<file path="src/rtl/mem_dma_2rw_pkg.sv">
// Shared types for the mem_dma_2rw block-transfer initiator.
//   mode_e  : command mode encoding carried on the 1-bit mode input
//   state_e : transfer sequencer states
package mem_dma_2rw_pkg;

  typedef enum logic {
    MODE_COPY = 1'b0,
    MODE_FILL = 1'b1
  } mode_e;

  typedef enum logic [2:0] {
    ST_IDLE,
    ST_RD,
    ST_WR_LAST,
    ST_WRF,
    ST_DONE
  } state_e;

endpackage

</file>
<file path="src/rtl/mem_dma_2rw_if.sv">
// Two-port memory bus between the DMA initiator and a mem_2rw instance.
//   port 1 : re1/we1/addr1/wr_data1/be1 toward memory, rd_data1 back
//   port 2 : re2/we2/addr2/wr_data2/be2 toward memory, rd_data2 back
//   master : the initiator (drives enables, addresses, write data)
//   slave  : the memory (returns read data, one clock after the read enable)
interface mem_dma_2rw_if #(
  parameter int ADDR_WIDTH = 8,
  parameter int WORD_BYTES = 8
);
  logic                    re1;
  logic                    we1;
  logic [ADDR_WIDTH-1:0]   addr1;
  logic [8*WORD_BYTES-1:0] wr_data1;
  logic [WORD_BYTES-1:0]   be1;
  logic [8*WORD_BYTES-1:0] rd_data1;

  logic                    re2;
  logic                    we2;
  logic [ADDR_WIDTH-1:0]   addr2;
  logic [8*WORD_BYTES-1:0] wr_data2;
  logic [WORD_BYTES-1:0]   be2;
  logic [8*WORD_BYTES-1:0] rd_data2;

  modport master (
    output re1, we1, addr1, wr_data1, be1,
    input  rd_data1,
    output re2, we2, addr2, wr_data2, be2,
    input  rd_data2
  );

  modport slave (
    input  re1, we1, addr1, wr_data1, be1,
    output rd_data1,
    input  re2, we2, addr2, wr_data2, be2,
    output rd_data2
  );
endinterface

</file>
<file path="src/rtl/mem_dma_2rw.sv">
// Block-transfer initiator for a dual-port mem_2rw. Port 1 only reads, port 2
// only writes. COPY moves len words src->dst at one word per clock; FILL
// writes fill_data to len consecutive words. Addresses wrap modulo 2^ADDR_WIDTH.
//   clk, rst              : clock (posedge) and asynchronous active-high reset
//   start, mode           : command strobe (IDLE only) and 0=COPY / 1=FILL
//   src_addr, dst_addr    : first source / destination word
//   len                   : word count 0..2^ADDR_WIDTH
//   fill_data, wr_be      : FILL pattern and byte enable for every write
//   busy, done            : transfer in progress / one-cycle completion pulse
//   mem                   : memory bus (master side)
module mem_dma_2rw
  import mem_dma_2rw_pkg::*;
#(
  parameter int ADDR_WIDTH = 8,
  parameter int WORD_BYTES = 8
) (
  input  logic                    clk,
  input  logic                    rst,
  input  logic                    start,
  input  logic                    mode,
  input  logic [ADDR_WIDTH-1:0]   src_addr,
  input  logic [ADDR_WIDTH-1:0]   dst_addr,
  input  logic [ADDR_WIDTH:0]     len,
  input  logic [8*WORD_BYTES-1:0] fill_data,
  input  logic [WORD_BYTES-1:0]   wr_be,
  output logic                    busy,
  output logic                    done,
  mem_dma_2rw_if.master           mem
);

  state_e                  state;
  logic [ADDR_WIDTH:0]     cnt;      // operations remaining after the current one
  logic [ADDR_WIDTH-1:0]   wr_ptr;   // next COPY destination address
  logic [WORD_BYTES-1:0]   be_q;
  logic                    re1_q;
  logic [ADDR_WIDTH-1:0]   addr1_q;
  logic                    we2_q;
  logic [ADDR_WIDTH-1:0]   addr2_q;
  logic [WORD_BYTES-1:0]   be2_q;
  logic                    pass_q;   // current write carries port-1 read data
  logic [8*WORD_BYTES-1:0] wdata_q;  // FILL pattern while writing, else 0

  logic unused_rd2;
  assign unused_rd2 = ^mem.rd_data2;

  assign mem.re1      = re1_q;
  assign mem.we1      = 1'b0;
  assign mem.addr1    = addr1_q;
  assign mem.wr_data1 = '0;
  assign mem.be1      = '0;
  assign mem.re2      = 1'b0;
  assign mem.we2      = we2_q;
  assign mem.addr2    = addr2_q;
  assign mem.be2      = be2_q;
  // Read data arrives one clock after re1 and is written in that same cycle,
  // so the copy path is a combinational pass-through rather than a register.
  assign mem.wr_data2 = pass_q ? mem.rd_data1 : wdata_q;

  always_ff @(posedge clk or posedge rst) begin
    if (rst) begin
      state   <= ST_IDLE;
      cnt     <= '0;
      wr_ptr  <= '0;
      be_q    <= '0;
      re1_q   <= 1'b0;
      addr1_q <= '0;
      we2_q   <= 1'b0;
      addr2_q <= '0;
      be2_q   <= '0;
      pass_q  <= 1'b0;
      wdata_q <= '0;
      busy    <= 1'b0;
      done    <= 1'b0;
    end else begin
      case (state)
        ST_IDLE: begin
          done <= 1'b0;
          if (start) begin
            if (len == '0) begin
              state <= ST_DONE;
              done  <= 1'b1;
            end else if (mode_e'(mode) == MODE_COPY) begin
              state   <= ST_RD;
              busy    <= 1'b1;
              re1_q   <= 1'b1;
              addr1_q <= src_addr;
              wr_ptr  <= dst_addr;
              be_q    <= wr_be;
              cnt     <= len - 1'b1;
            end else begin
              state   <= ST_WRF;
              busy    <= 1'b1;
              we2_q   <= 1'b1;
              addr2_q <= dst_addr;
              be2_q   <= wr_be;
              wdata_q <= fill_data;
              cnt     <= len - 1'b1;
            end
          end
        end

        // Each read issued here is written one cycle later through port 2.
        ST_RD: begin
          we2_q   <= 1'b1;
          pass_q  <= 1'b1;
          addr2_q <= wr_ptr;
          be2_q   <= be_q;
          wr_ptr  <= wr_ptr + 1'b1;
          if (cnt != '0) begin
            addr1_q <= addr1_q + 1'b1;
            cnt     <= cnt - 1'b1;
          end else begin
            re1_q   <= 1'b0;
            addr1_q <= '0;
            state   <= ST_WR_LAST;
          end
        end

        ST_WR_LAST: begin
          we2_q   <= 1'b0;
          pass_q  <= 1'b0;
          addr2_q <= '0;
          be2_q   <= '0;
          busy    <= 1'b0;
          done    <= 1'b1;
          state   <= ST_DONE;
        end

        ST_WRF: begin
          if (cnt != '0) begin
            addr2_q <= addr2_q + 1'b1;
            cnt     <= cnt - 1'b1;
          end else begin
            we2_q   <= 1'b0;
            addr2_q <= '0;
            be2_q   <= '0;
            wdata_q <= '0;
            busy    <= 1'b0;
            done    <= 1'b1;
            state   <= ST_DONE;
          end
        end

        ST_DONE: begin
          done  <= 1'b0;
          state <= ST_IDLE;
        end

        default: state <= ST_IDLE;
      endcase
    end
  end

endmodule
</file>
<file path="src/flat_wrapper.sv">
// flat-port wrapper written by rule: the top's interface ports become plain ports
module mem_dma_2rw_flat import mem_dma_2rw_pkg::*;
#(
  parameter int ADDR_WIDTH = 8,
  parameter int WORD_BYTES = 8
)
  (clk, rst, start, mode, src_addr, dst_addr, len, fill_data, wr_be, busy, done, mem_re1, mem_we1, mem_addr1, mem_wr_data1, mem_be1, mem_rd_data1, mem_re2, mem_we2, mem_addr2, mem_wr_data2, mem_be2, mem_rd_data2);
  mem_dma_2rw_if #(.ADDR_WIDTH(ADDR_WIDTH), .WORD_BYTES(WORD_BYTES)) mem_i ();
  input  logic clk;
  input  logic rst;
  input  logic start;
  input  logic mode;
  input  logic [ADDR_WIDTH-1:0] src_addr;
  input  logic [ADDR_WIDTH-1:0] dst_addr;
  input  logic [ADDR_WIDTH:0] len;
  input  logic [8*WORD_BYTES-1:0] fill_data;
  input  logic [WORD_BYTES-1:0] wr_be;
  output logic busy;
  output logic done;
  output wire logic [$bits(mem_i.re1)-1:0] mem_re1;
  output wire logic [$bits(mem_i.we1)-1:0] mem_we1;
  output wire logic [$bits(mem_i.addr1)-1:0] mem_addr1;
  output wire logic [$bits(mem_i.wr_data1)-1:0] mem_wr_data1;
  output wire logic [$bits(mem_i.be1)-1:0] mem_be1;
  input wire logic [$bits(mem_i.rd_data1)-1:0] mem_rd_data1;
  output wire logic [$bits(mem_i.re2)-1:0] mem_re2;
  output wire logic [$bits(mem_i.we2)-1:0] mem_we2;
  output wire logic [$bits(mem_i.addr2)-1:0] mem_addr2;
  output wire logic [$bits(mem_i.wr_data2)-1:0] mem_wr_data2;
  output wire logic [$bits(mem_i.be2)-1:0] mem_be2;
  input wire logic [$bits(mem_i.rd_data2)-1:0] mem_rd_data2;
  assign mem_re1 = mem_i.re1;
  assign mem_we1 = mem_i.we1;
  assign mem_addr1 = mem_i.addr1;
  assign mem_wr_data1 = mem_i.wr_data1;
  assign mem_be1 = mem_i.be1;
  assign mem_i.rd_data1 = mem_rd_data1;
  assign mem_re2 = mem_i.re2;
  assign mem_we2 = mem_i.we2;
  assign mem_addr2 = mem_i.addr2;
  assign mem_wr_data2 = mem_i.wr_data2;
  assign mem_be2 = mem_i.be2;
  assign mem_i.rd_data2 = mem_rd_data2;
  mem_dma_2rw #(.ADDR_WIDTH(ADDR_WIDTH), .WORD_BYTES(WORD_BYTES)) u_core (.clk(clk), .rst(rst), .start(start), .mode(mode), .src_addr(src_addr), .dst_addr(dst_addr), .len(len), .fill_data(fill_data), .wr_be(wr_be), .busy(busy), .done(done), .mem(mem_i));
endmodule
</file>
<file path="config.mk">
export PLATFORM = sky130hd
export DESIGN_NAME = mem_dma_2rw_flat
export DESIGN_NICKNAME = d
export VERILOG_FILES = /design/src/rtl/mem_dma_2rw_pkg.sv /design/src/rtl/mem_dma_2rw_if.sv /design/src/rtl/mem_dma_2rw.sv /design/src/flat_wrapper.sv
export SDC_FILE = /design/constraint.sdc
export NUM_CORES = 1
export LEC_CHECK = 0
export ABC_AREA = 1
export CORE_AREA = 2 2 152 154
export CTS_CLUSTER_DIAMETER = 120
export DETAILED_ROUTE_END_ITERATION = 8
export DIE_AREA = 0 0 154 156
export GPL_TIMING_DRIVEN = 0
export HOLD_SLACK_MARGIN = 0.12
export PLACE_DENSITY = 0.78
export SLEW_MARGIN = 40
export SYNTH_ARGS = -nofsm -noshare
export SYNTH_HDL_FRONTEND = slang
export SYNTH_SLANG_ARGS = --single-unit
</file>
<file path="constraint.sdc">
create_clock -name clk -period 5.15 [get_ports clk]
set_input_delay 1.03 -clock clk [delete_from_list [all_inputs] [get_ports clk]]
set_output_delay 1.03 -clock clk [all_outputs]
set_load 0.02 [all_outputs]
</file>
[After elaboration in Yosys (flattened, before gate mapping)]
Cells that the tools add are included.
W data, S select, Z words.
Cells by class
  add/sub/neg operators: 5
  equal/unequal tests: 11
  multiplexer cells: 52
  bitwise logic cells: 2
  reduce and logical (&&, ||, !) cells: 21
Operators with widths (count)
  $mux W64: 5
  $pmux W64 S2: 1
  $mux W8: 15
  $pmux W8 S4: 2
  $pmux W8 S2: 2
  $mux W9: 3
  $add A8 B1 Y8 const B: 3
  $reduce_and A4 Y1: 5
  $pmux W9 S2: 1
  $sub A9 B1 Y9 const B: 2
  $reduce_and A5 Y1: 3
  $mux W1: 12
  $mux W3: 4
  $ne A2 B2 Y1 const B: 6
  $pmux W3 S4: 1
  $logic_not A9 Y1: 1
  $reduce_bool A9 Y1: 1
  $pmux W1 S4: 2
  $reduce_bool A2 Y1: 4
  $reduce_bool A4 Y1: 2
  $eq A3 B2 Y1 const B: 2
  $pmux W1 S2: 2
  $eq A3 B1 Y1 const B: 1
  $eq A3 B3 Y1 const B: 1
  9 further kinds: 10
Word-level totals
  flip-flop bits (word level): 121
  bits of input ports: 229
  output and inout port bits: 166
  logic and storage cells: 104

[Depth between registers and ports, before layout]
Gate-level depths: netlist of run 1.
  depth in word-level cells: 4
  gate-level depth with buffers: 12
  depth with buffers taken out: 12

[Least setup slack after synthesis of run 1]
Ideal clock, no wire load.
  kind: input to output
  from: input mem_rd_data1[10]
  to: output mem_wr_data2[10]
  arrival: 1238 ps
  data required time: 4120 ps
  path slack: 2882 ps
  stages: 2
  path buffers: 0
  cell sequence: nand2_1 -> nand2_1
Between the ends
  word-level cells in the longest chain between the ends: 1
RTL lines
  start: declaration: line flat_wrapper.sv:25  | input wire logic [$bits(mem_i.rd_data1)-1:0] mem_rd_data1;
  $mux W64: line mem_dma_2rw.sv:57  | assign mem.wr_data2 = pass_q ? mem.rd_data1 : wdata_q;
  end: declaration: line flat_wrapper.sv:29  | output wire logic [$bits(mem_i.wr_data2)-1:0] mem_wr_data2;
Every way passes these cells.

[Worst setup path in the final report of run 1]
  from: register u_core.pass_q
  to: output mem_wr_data2[47]
Between the ends
  word-level cells in the longest chain between the ends: 1
RTL lines
  start: declaration: line mem_dma_2rw.sv:40  | logic pass_q;
  start signal: assignment: line mem_dma_2rw.sv:70  | pass_q <= 1'b0;
  start signal: assignment: line mem_dma_2rw.sv:105  | pass_q <= 1'b1;
  start signal: assignment: line mem_dma_2rw.sv:121  | pass_q <= 1'b0;
  $mux W64: line mem_dma_2rw.sv:57
Every way passes these cells.

==> results.json, run 1 <==
{
  "use_met1_pct": 24.35,
  "hold_viol": 0,
  "whs_path_depth": 2,
  "grtUsageTotal_pct": 20.38,
  "path_clk_slew_ps": 60,
  "syn-cell-area_um2": 7368,
  "cts_hold_buf": 0,
  "grtUsageMet2_pct": 35.98,
  "min_period_over_period_pct": 73.34,
  "busiest_layer": "met2",
  "clock_latency_ps": 410,
  "slew_viol_final": 0,
  "r2r_cells": 8,
  "required_ps": 4120,
  "grt_max_degree": 69,
  "final_cell_mix": "nand2_1 (554), clkdlybuf4s50_1 (256), dfrtp_1 (121)",
  "die_y_um": 156,
  "vias_per_cell": 4.546,
  "drt-total-wl_mm": 24.84,
  "cts_resized": 0,
  "grt_antenna_before_repair": 0,
  "drt_iter0_markers": 570,
  "grt_pass1_vias": 7541,
  "finalCriticalPeriod_ps": 3777,
  "setup_viol": 0,
  "hp-start": "u_core.mem.be2[0]$_DFFE_PP0P_",
  "grt-ovfl-total": 0,
  "dr.pass1.iters": 7,
  "worstReg2RegStart": "u_core.state[2]$_DFFE_PP0P_",
  "root_buffer": "clkbuf_16",
  "die_w_um": 154,
  "drive_gt1_share_pct": 9.870,
  "fin_skew_ps": 14.65,
  "wl_per_cell_um": 14.24,
  "drc": 0,
  "reg2reg_slack_ps": 3160,
  "n_fill_cell": 2157,
  "dp_cells": 1713,
  "fmax_ghz": 0.2648,
  "post-route-util_pct": 49.99,
  "vdd_ir_drop_max_uv": 187.3,
  "status": "finished, final reports clean",
  "initial_utilization_pct": 32.95,
  "start_kind": "flop",
  "async_flop_share_pct": 100.0,
  "setup_ws_ps": 1373,
  "worstPathArrival_ps": 2750,
  "core-area_um2": 22370,
  "dp_hpwl_mm": 18.81,
  "critPathMaxFanout": 10,
  "cts_max_level": 4,
  "fin_cells": 1744,
  "holdCritPathClass": "flop to flop",
  "clock_sink_count": 121,
  "holdPathEnd": "u_core.mem.be2[0]$_DFFE_PP0P_",
  "worst_pin_slew_ps": 730.1,
  "gp_congestion": 0.8958,
  "diodes": 0,
  "synth_area_per_cell_um2": 6.711,
  "cts_max_path_buffers": 2,
  "worstSetupPathType": "flop to primary output",
  "cts_tree": "done",
  "maxCapViolCount": 0,
  "port_buffers": 256,
  "rsz0062_at_grt": "false",
  "fin_nets": 1680,
  "synth.yosys.seq_area_share_pct": 41.09,
  "post_cts_buffers": 0,
  "cts_buffers": 17,
  "timing.rr.end": "u_core.wdata_q[62]$_DFFE_PP0P_",
  "row_count": 55,
  "grtUsageMet3_pct": 5.056,
  "p_leak_nw": 5.978,
  "num_vias": 7929,
  "mostFrequentLayoutCell": "nand2_1",
  "synth_edf_count": 0,
  "power_density_nw_per_um2": 241.2,
  "synth.ff_latch_count": 121,
  "pin_count": 395,
  "area_growth_syn_to_layout_pct": 51.74,
  "synth_flop_cell": "dfrtp_1",
  "whs_ps": 476.7,
  "critPathCaptureType": "primary output",
  "yosysUniqueCellTypes": 31,
  "final_antenna_net_count": 0,
  "dp_slack_ps": 1760,
  "yosysWarnings": 0,
  "dieArea_um2": 24020,
  "syn_inst": 1098,
  "relSlewSlack_pct": 51.32,
  "grt_pass1_wl_mm": 39.03,
  "p_total_w": 0.002697
}
-- cell families (layout without fill, tap and decap cells) --
group,after synthesis,in the layout,share of synthesized area (%)
AOI/OAI and AO/OA,54,54,3.889
xor gates and xnor gates,7,7,0.8321
adders and majority gates,4,4,0.6793
buffers and inverters,185,473,13.94
DFF,121,121,41.09
other,1,74,0.05089
and+or+nand+nor,726,726,39.51
-- registers in the layout, indices dropped and copies added (netlist names), 3 cells and up --
signal            flops
u_core.wdata_q       64
u_core.wr_ptr         8
u_core.mem.addr2      8
u_core.mem.be2        8
u_core.cnt            9
u_core.be_q           8
u_core.mem.addr1      8
u_core.state          3
-- worst max-delay path by stage --
stage / start / to / slack (ps) / cells past startpoint
floorplan: rst / u_core.be_q[0]$_DFFE_PP0P_ / 910 / 1
detailed placement: u_core.pass_q$_DFFE_PP0P_ / mem_wr_data2[47] / 1760 / 6
global placement: rst / u_core.wdata_q[11]$_DFFE_PP0P_ / -980 / 2
global route: u_core.pass_q$_DFFE_PP0P_ / mem_wr_data2[23] / 1160 / 6
finish: u_core.pass_q$_DFFE_PP0P_ / mem_wr_data2[47] / 1370 / 6
CTS: u_core.pass_q$_DFFE_PP0P_ / mem_wr_data2[47] / 1300 / 6
-- where the power goes --
part | internal [W] | switching (W)
Clock | 0.000727 | 0.000465
Combinational | 0.000254 | 0.000225
Sequential | 0.000986 | 0.0000391
-- cell type report --
| type | count | area, um^2 | area share, % |
|---|---|---|---|
| flip-flops and latches | 121 | 3028 | 27.08 |
| multi-input cells | 865 | 3587 | 32.08 |
| clock inverters | 13 | 145.1 | 1.298 |
| well taps | 285 | 356.6 | 3.189 |
| plain buffers | 121 | 787.0 | 7.039 |
| repair buffers | 257 | 2590 | 23.16 |
| inverters | 64 | 247.7 | 2.216 |
| clock buffers | 18 | 439.2 | 3.928 |
-- stage by stage --
stage	instance area, um^2	TNS (ps)
2_1_floorplan	7642	0
5_1_grt	11180	0
6_report	11180	0
3_3_place_gp	10560	-117490
3_5_place_dp	10600	0
4_1_cts	11180	0
-- critical path, cell delays in order (launching register included) --
cell and delay [ps]:
dfrtp_1 370, inv_1 60, clkbuf_1 560, buf_1 460
nand2_1 100, nand2_1 80, clkdlybuf4s50_1 700
-- routing by layer --
| layer | vias up | wire length (um) |
|---|---|---|
| met2 | 347 | 12280 |
| met4 | 0 | 539 |
| met1 | 3588 | 10070 |
| met3 | 40 | 1948 |
| met5 | - | 0 |
| li1 | 3954 | - |
-- synth_stat cells, types with 2 or more instances --
cell	n	area share [%]
buf_6	2	0.31
o21bai_1	3	0.31
buf_2	14	0.95
ha_1	4	0.68
nand3b_1	3	0.31
xor2_1	4	0.48
nand4_1	2	0.17
o22ai_1	2	0.17
nor2_2	4	0.34
inv_1	58	3.0
xnor2_1	3	0.36
nand3_1	106	7.2
a21oi_1	4	0.27
inv_2	6	0.31
buf_4	80	8.2
dfrtp_1	121	41
nand2_2	3	0.25
o21ai_0	41	2.8
clkbuf_1	16	0.82
nor3_1	3	0.20
nor2_1	48	2.4
buf_1	9	0.46
nand2_1	554	28
Note: power is estimated with default switching activity, not from simulation.
==> inputs of run 2 (changes only) <==
--- a/config.mk
+++ b/config.mk
@@ -6,13 +6,13 @@
 export NUM_CORES = 1
 export LEC_CHECK = 0
 export ABC_AREA = 1
-export CORE_AREA = 2 2 152 154
+export CORE_AREA = 2 2 155 157
 export CTS_CLUSTER_DIAMETER = 120
 export DETAILED_ROUTE_END_ITERATION = 8
-export DIE_AREA = 0 0 154 156
+export DIE_AREA = 0 0 157 159
 export GPL_TIMING_DRIVEN = 0
 export HOLD_SLACK_MARGIN = 0.12
-export PLACE_DENSITY = 0.78
+export PLACE_DENSITY = 0.79
 export SLEW_MARGIN = 40
 export SYNTH_ARGS = -nofsm -noshare
 export SYNTH_HDL_FRONTEND = slang
==> constraint.sdc (replaced) <==
create_clock -name clk -period 3.1 [get_ports clk]
set_input_delay 0.62 -clock clk [delete_from_list [all_inputs] [get_ports clk]]
set_output_delay 0.62 -clock clk [all_outputs]
set_load 0.02 [all_outputs]
==> results.json, run 2 (synthesis results as in run 1) <==
{
  "post_cts_buffers": 0,
  "drt-total-wl_mm": 24.86,
  "status": "finished, final reports clean",
  "port_buffers": 256,
  "final_antenna_net_count": 0,
  "post-route-util_pct": 49.21,
  "whs_ps": 466.3,
  "power_density_nw_per_um2": 407.9,
  "dr_wl_met3_mm": 1.638,
  "fin_nets": 1685,
  "vdd_ir_drop_max_uv": 356.4,
  "r2r_cells": 8,
  "critPathCaptureType": "primary output",
  "reg_top3": "u_core.wdata_q x64, u_core.cnt x9",
  "dp_cells": 1752,
  "slew_viol_final": 0,
  "p_total_w": 0.004655,
  "required_ps": 2480,
  "fin_cells": 1784,
  "grt_max_degree": 27,
  "dieArea_um2": 24960,
  "fin_skew_ps": 9.607,
  "grt_antenna_before_repair": 0,
  "met2_length_mm": 12.47,
  "dr.pass1.iters": 5,
  "worst_pin_slew_ps": 637.4,
  "gp_congestion": 0.9036,
  "cts_max_path_buffers": 2,
  "p_leak_nw": 6.086,
  "die_y_um": 159,
  "final_cell_mix": "nand2_1 (554), clkdlybuf4s50_1 (256), dfrtp_1 (121)",
  "start_kind": "flop",
  "initial_utilization_pct": 31.77,
  "pin_count": 395,
  "die_w_um": 157,
  "core-area_um2": 23190,
  "critPathMaxFanout": 10,
  "cts_buffers": 17,
  "grt_pass1_wl_mm": 39.05,
  "drc": 0,
  "clock_latency_ps": 410,
  "grtUsageTotal_pct": 19.72,
  "maxCapViolCount": 0,
  "largest_reg_flops": 64,
  "largest-register": "u_core.wdata_q",
  "root_buffer": "clkbuf_16",
  "num_vias": 7913,
  "path_clk_slew_ps": 60,
  "worstPathArrival_ps": 2300,
  "fmax_ghz": 0.3419,
  "grt-ovfl-total": 0,
  "area_growth_syn_to_layout_pct": 54.90,
  "whs_path_depth": 2,
  "row_count": 56,
  "worstSetupPathType": "flop to primary output",
  "wl_per_cell_um": 13.93,
  "diodes": 0,
  "drt_iter0_markers": 503,
  "cts_tree": "done",
  "cts_max_level": 4,
  "finalCriticalPeriod_ps": 2925,
  "dp_hpwl_mm": 19.38,
  "rsz0062_at_grt": "false",
  "mostFrequentLayoutCell": "nand2_1",
  "vias_per_cell": 4.436,
  "clock_sink_count": 121,
  "holdCritPathClass": "flop to flop",
  "min_period_over_period_pct": 94.35,
  "relSlewSlack_pct": 57.35,
  "hold_viol": 0,
  "drive_gt1_share_pct": 10.85,
  "dr.max_layer_used": "met4",
  "grt_pass1_vias": 7677,
  "met1_length_mm": 10.17,
  "setup_viol": 0
}
==> run 2: cell types whose count changed in the layout (fill, tap and decap cells not counted) <==
cell / delta
clkbuf_2: +8
clkbuf_1: -6
buf_16: +4
buf_1: -3
buf_2: +2
bufinv_16: +2
buf_12: +1
clkinv_2: -1
inv_8: -1
==> run 2: path summary, 6_finish.rpt <==
path,startpoint,end,slack (ps)
worst max-delay path,u_core.pass_q$_DFFE_PP0P_,mem_wr_data2[48],180
worst min-delay path,u_core.mem.we2$_DFFE_PP0P_,u_core.mem.we2$_DFFE_PP0P_,470
worst max register to register,u_core.state[2]$_DFFE_PP0P_,u_core.wdata_q[62]$_DFFE_PP0P_,1120
worst min register to register,u_core.mem.we2$_DFFE_PP0P_,u_core.mem.we2$_DFFE_PP0P_,470
max in group asynchronous,rst,u_core.wdata_q[17]$_DFFE_PP0P_,1700
min in group asynchronous,rst,u_core.wdata_q[11]$_DFFE_PP0P_,500
==> run 2: routing by layer <==
metal  track usage, %  up-vias
met5                0        -
met4            6.881        0
met3            4.192       41
met2            35.15      325
met1            23.22     3588
li1                 -     3959
==> run 2: what timing repair did <==
item | 4_1_cts | 5_1_grt
gates resized for setup | 7 | 5
hold endpoints to repair | 0 | 0
hold buffers | 0 | 0
setup endpoints to repair | 61 | 23
==> run 2: critical path, stage by stage, from the launching register on <==
cell and delay [ps]:
dfrtp_1 370, inv_1 70, clkbuf_2 310, buf_2 310, nand2_1 80, nand2_1 130
clkdlybuf4s50_1 620
==> run 2: power by group <==
part | internal [W] | switching, W | total, W
registers | 0.00164 | 0.0000680 | 0.00171
clock network | 0.00138 | 0.000759 | 0.00214
logic | 0.000438 | 0.000374 | 0.000812
==> run 2: final cells by class <==
cell class / count / area [um^2]
fillers: 2218 / 11780
multi-input cells: 865 / 3587
flip-flops and latches: 121 / 3028
repair buffers: 262 / 2720
plain buffers: 121 / 799.5
clock buffers: 19 / 442.9
well taps: 319 / 399.1
inverters: 64 / 244.0
clock inverters: 13 / 192.7
==> run 2: metrics by stage <==
step | setup slack [ps] | setup TNS (ps) | cell area (um^2)
after detailed placement | 13.08 | 0 | 10770
final | 175.2 | 0 | 11410
after global routing | 2.677 | 0 | 11410
after global placement | -213.6 | -24240 | 10610
after floorplan | 996.7 | 0 | 7646
after CTS | 54.24 | 0 | 11410
==> inputs of run 3 (changes only) <==
--- a/config.mk
+++ b/config.mk
@@ -6,13 +6,14 @@
 export NUM_CORES = 1
 export LEC_CHECK = 0
 export ABC_AREA = 1
-export CORE_AREA = 2 2 155 157
+export CORE_AREA = 2 2 153 155
 export CTS_CLUSTER_DIAMETER = 120
 export DETAILED_ROUTE_END_ITERATION = 8
-export DIE_AREA = 0 0 157 159
+export DIE_AREA = 0 0 155 157
+export DONT_BUFFER_PORTS = 1
 export GPL_TIMING_DRIVEN = 0
 export HOLD_SLACK_MARGIN = 0.12
-export PLACE_DENSITY = 0.79
+export PLACE_DENSITY = 0.57
 export SLEW_MARGIN = 40
 export SYNTH_ARGS = -nofsm -noshare
 export SYNTH_HDL_FRONTEND = slang
==> results.json, run 3 (synthesis results as in run 1) <==
{
  "status": "finished, final reports clean",
  "die_y_um": 157,
  "wl_per_cell_um": 15.23,
  "grt_max_degree": 24,
  "path_delay_family": "buffers and inverters",
  "fin_tns_setup_ps": 0,
  "fin_skew_ps": 10.13,
  "grt_antenna_before_repair": 2,
  "worstPathArrival_ps": 2110,
  "fin_cells": 1494,
  "relSlewSlack_pct": 55.56,
  "power_density_nw_per_um2": 485.7,
  "start_kind": "flop",
  "gp_congestion": 0.8724,
  "fmax_ghz": 0.3658,
  "path_buf_inv": 2,
  "drt-total-wl_mm": 22.76,
  "vias_per_cell": 4.474,
  "min_period_over_period_pct": 88.18,
  "clock_sink_count": 121,
  "rsz0062_at_grt": "false",
  "largest-register": "u_core.wdata_q",
  "drt_iter0_markers": 338,
  "p_leak_nw": 5.064,
  "mostFrequentLayoutCell": "nand2_1",
  "hold_viol": 0,
  "grt-ovfl-total": 0,
  "drive_gt1_share_pct": 12.25,
  "area_growth_syn_to_layout_pct": 18.75,
  "critPathCaptureType": "primary output",
  "cts_resized": 0,
  "dieArea_um2": 24340,
  "setup_ws_ps": 366.4,
  "path_clk_slew_ps": 60,
  "drc": 0,
  "dp_hpwl_mm": 17.77,
  "reg_top3": "u_core.wdata_q x64, u_core.cnt x9",
  "fin_nets": 1428,
  "final_cell_mix": "nand2_1 (554), dfrtp_1 (121), nand3_1 (106)",
  "setup_viol": 0,
  "cts_tree": "done",
  "dr.pass1.iters": 5,
  "worstSetupPathType": "flop to primary output",
  "cts_max_level": 4,
  "die_w_um": 155,
  "finalCriticalPeriod_ps": 2734,
  "holdCritPathClass": "input port to flop",
  "pin_count": 395,
  "vdd_ir_drop_max_uv": 368.3,
  "path_common_cell": "nand2_1",
  "worstReg2RegStart": "u_core.cnt[3]$_DFFE_PP0P_",
  "crit_slowest_cell": "buf_1",
  "slew_viol_final": 0,
  "whs_ps": 335.3,
  "initial_utilization_pct": 32.74,
  "clock_latency_ps": 420,
  "port_buffers": 0,
  "largest_reg_flops": 64,
  "core-area_um2": 22500,
  "cts_max_path_buffers": 2,
  "dp_slack_ps": 499.3,
  "critPathMaxFanout": 10,
  "startpoint": "u_core.pass_q$_DFFE_PP0P_",
  "grt_pass1_wl_mm": 34.49,
  "num_vias": 6684,
  "grtUsageTotal_pct": 18.29,
  "required_ps": 2480,
  "dp_cells": 1461,
  "final_antenna_net_count": 0,
  "row_count": 55,
  "cp_slowest_stage_delay_ps": 480,
  "root_buffer": "clkbuf_16",
  "worst_pin_slew_ps": 664.2,
  "grt_pass1_vias": 6318,
  "cts_buffers": 17,
  "maxCapViolCount": 0,
  "post_cts_buffers": 0,
  "crit_chain": "clkbuf_1 > buf_1 > nand2_1 > nand2_1",
  "hp-start": "dst_addr[5]"
}
## run 3: cell types whose count changed in the layout (fill, tap and decap cells not counted), moves of 3 or more
cell,previous run,this run
buf_1,6,9
clkbuf_1,10,16
clkbuf_2,8,0
clkdlybuf4s50_1,256,0
inv_6,3,0
## run 3: area by class of cell
type / count / area [um^2]
diodes: 1 / 2.502
clock buffers: 21 / 470.5
multi-input cells: 865 / 3587
repair buffers: 6 / 132.6
inverters: 64 / 244.0
well taps: 285 / 356.6
flip-flops and latches: 121 / 3028
plain buffers: 120 / 783.3
fillers: 2433 / 13750
clock inverters: 11 / 145.1
## run 3: path summary, 6_finish.rpt
path / to / slack [ps] / depth (start not counted)
min in group asynchronous: u_core.wdata_q[21]$_DFFE_PP0P_ / 710 / 2
setup reg to reg: u_core.wdata_q[19]$_DFFE_PP0P_ / 1090 / 11
hold reg to reg: u_core.cnt[7]$_DFFE_PP0P_ / 470 / 2
hold / removal: u_core.wr_ptr[5]$_DFFE_PP0P_ / 340 / 2
max in group asynchronous: u_core.wdata_q[60]$_DFFE_PP0P_ / 1720 / 4
setup / recovery: mem_wr_data2[50] / 370 / 4
## run 3: timing repair
item / in CTS / in global routing
endpoints found under the setup margin: 0 / 2
hold buffers: 1 / 0
hold endpoints to repair: 14 / 0
## run 3: metrics by stage
step / area, um^2 / total power [W] / util (%)
detailed placement: 8125 / 0.002218 / 36.11
global placement: 8003 / 0.002196 / 35.56
floorplan: 7646 / 0.002135 / -
global route: 8750 / 0.004449 / 38.88
CTS: 8751 / 0.004300 / 38.89
finish: 8750 / 0.004250 / 38.88
## run 3: report_power, final
group	switching [W]	internal (W)
Clock	0.000733	0.00133
Sequential	0.000138	0.00164
Combinational	0.000246	0.000170
Total	0.00112	0.00313
## run 3: per-layer routing
layer	GRT usage (%)	vias to the layer above	routed length (um)
met5	0	-	17
met4	5.115	2	317
met3	5.754	20	1573
met2	33.08	237	11820
met1	20.78	2976	9034
li1	-	3449	-
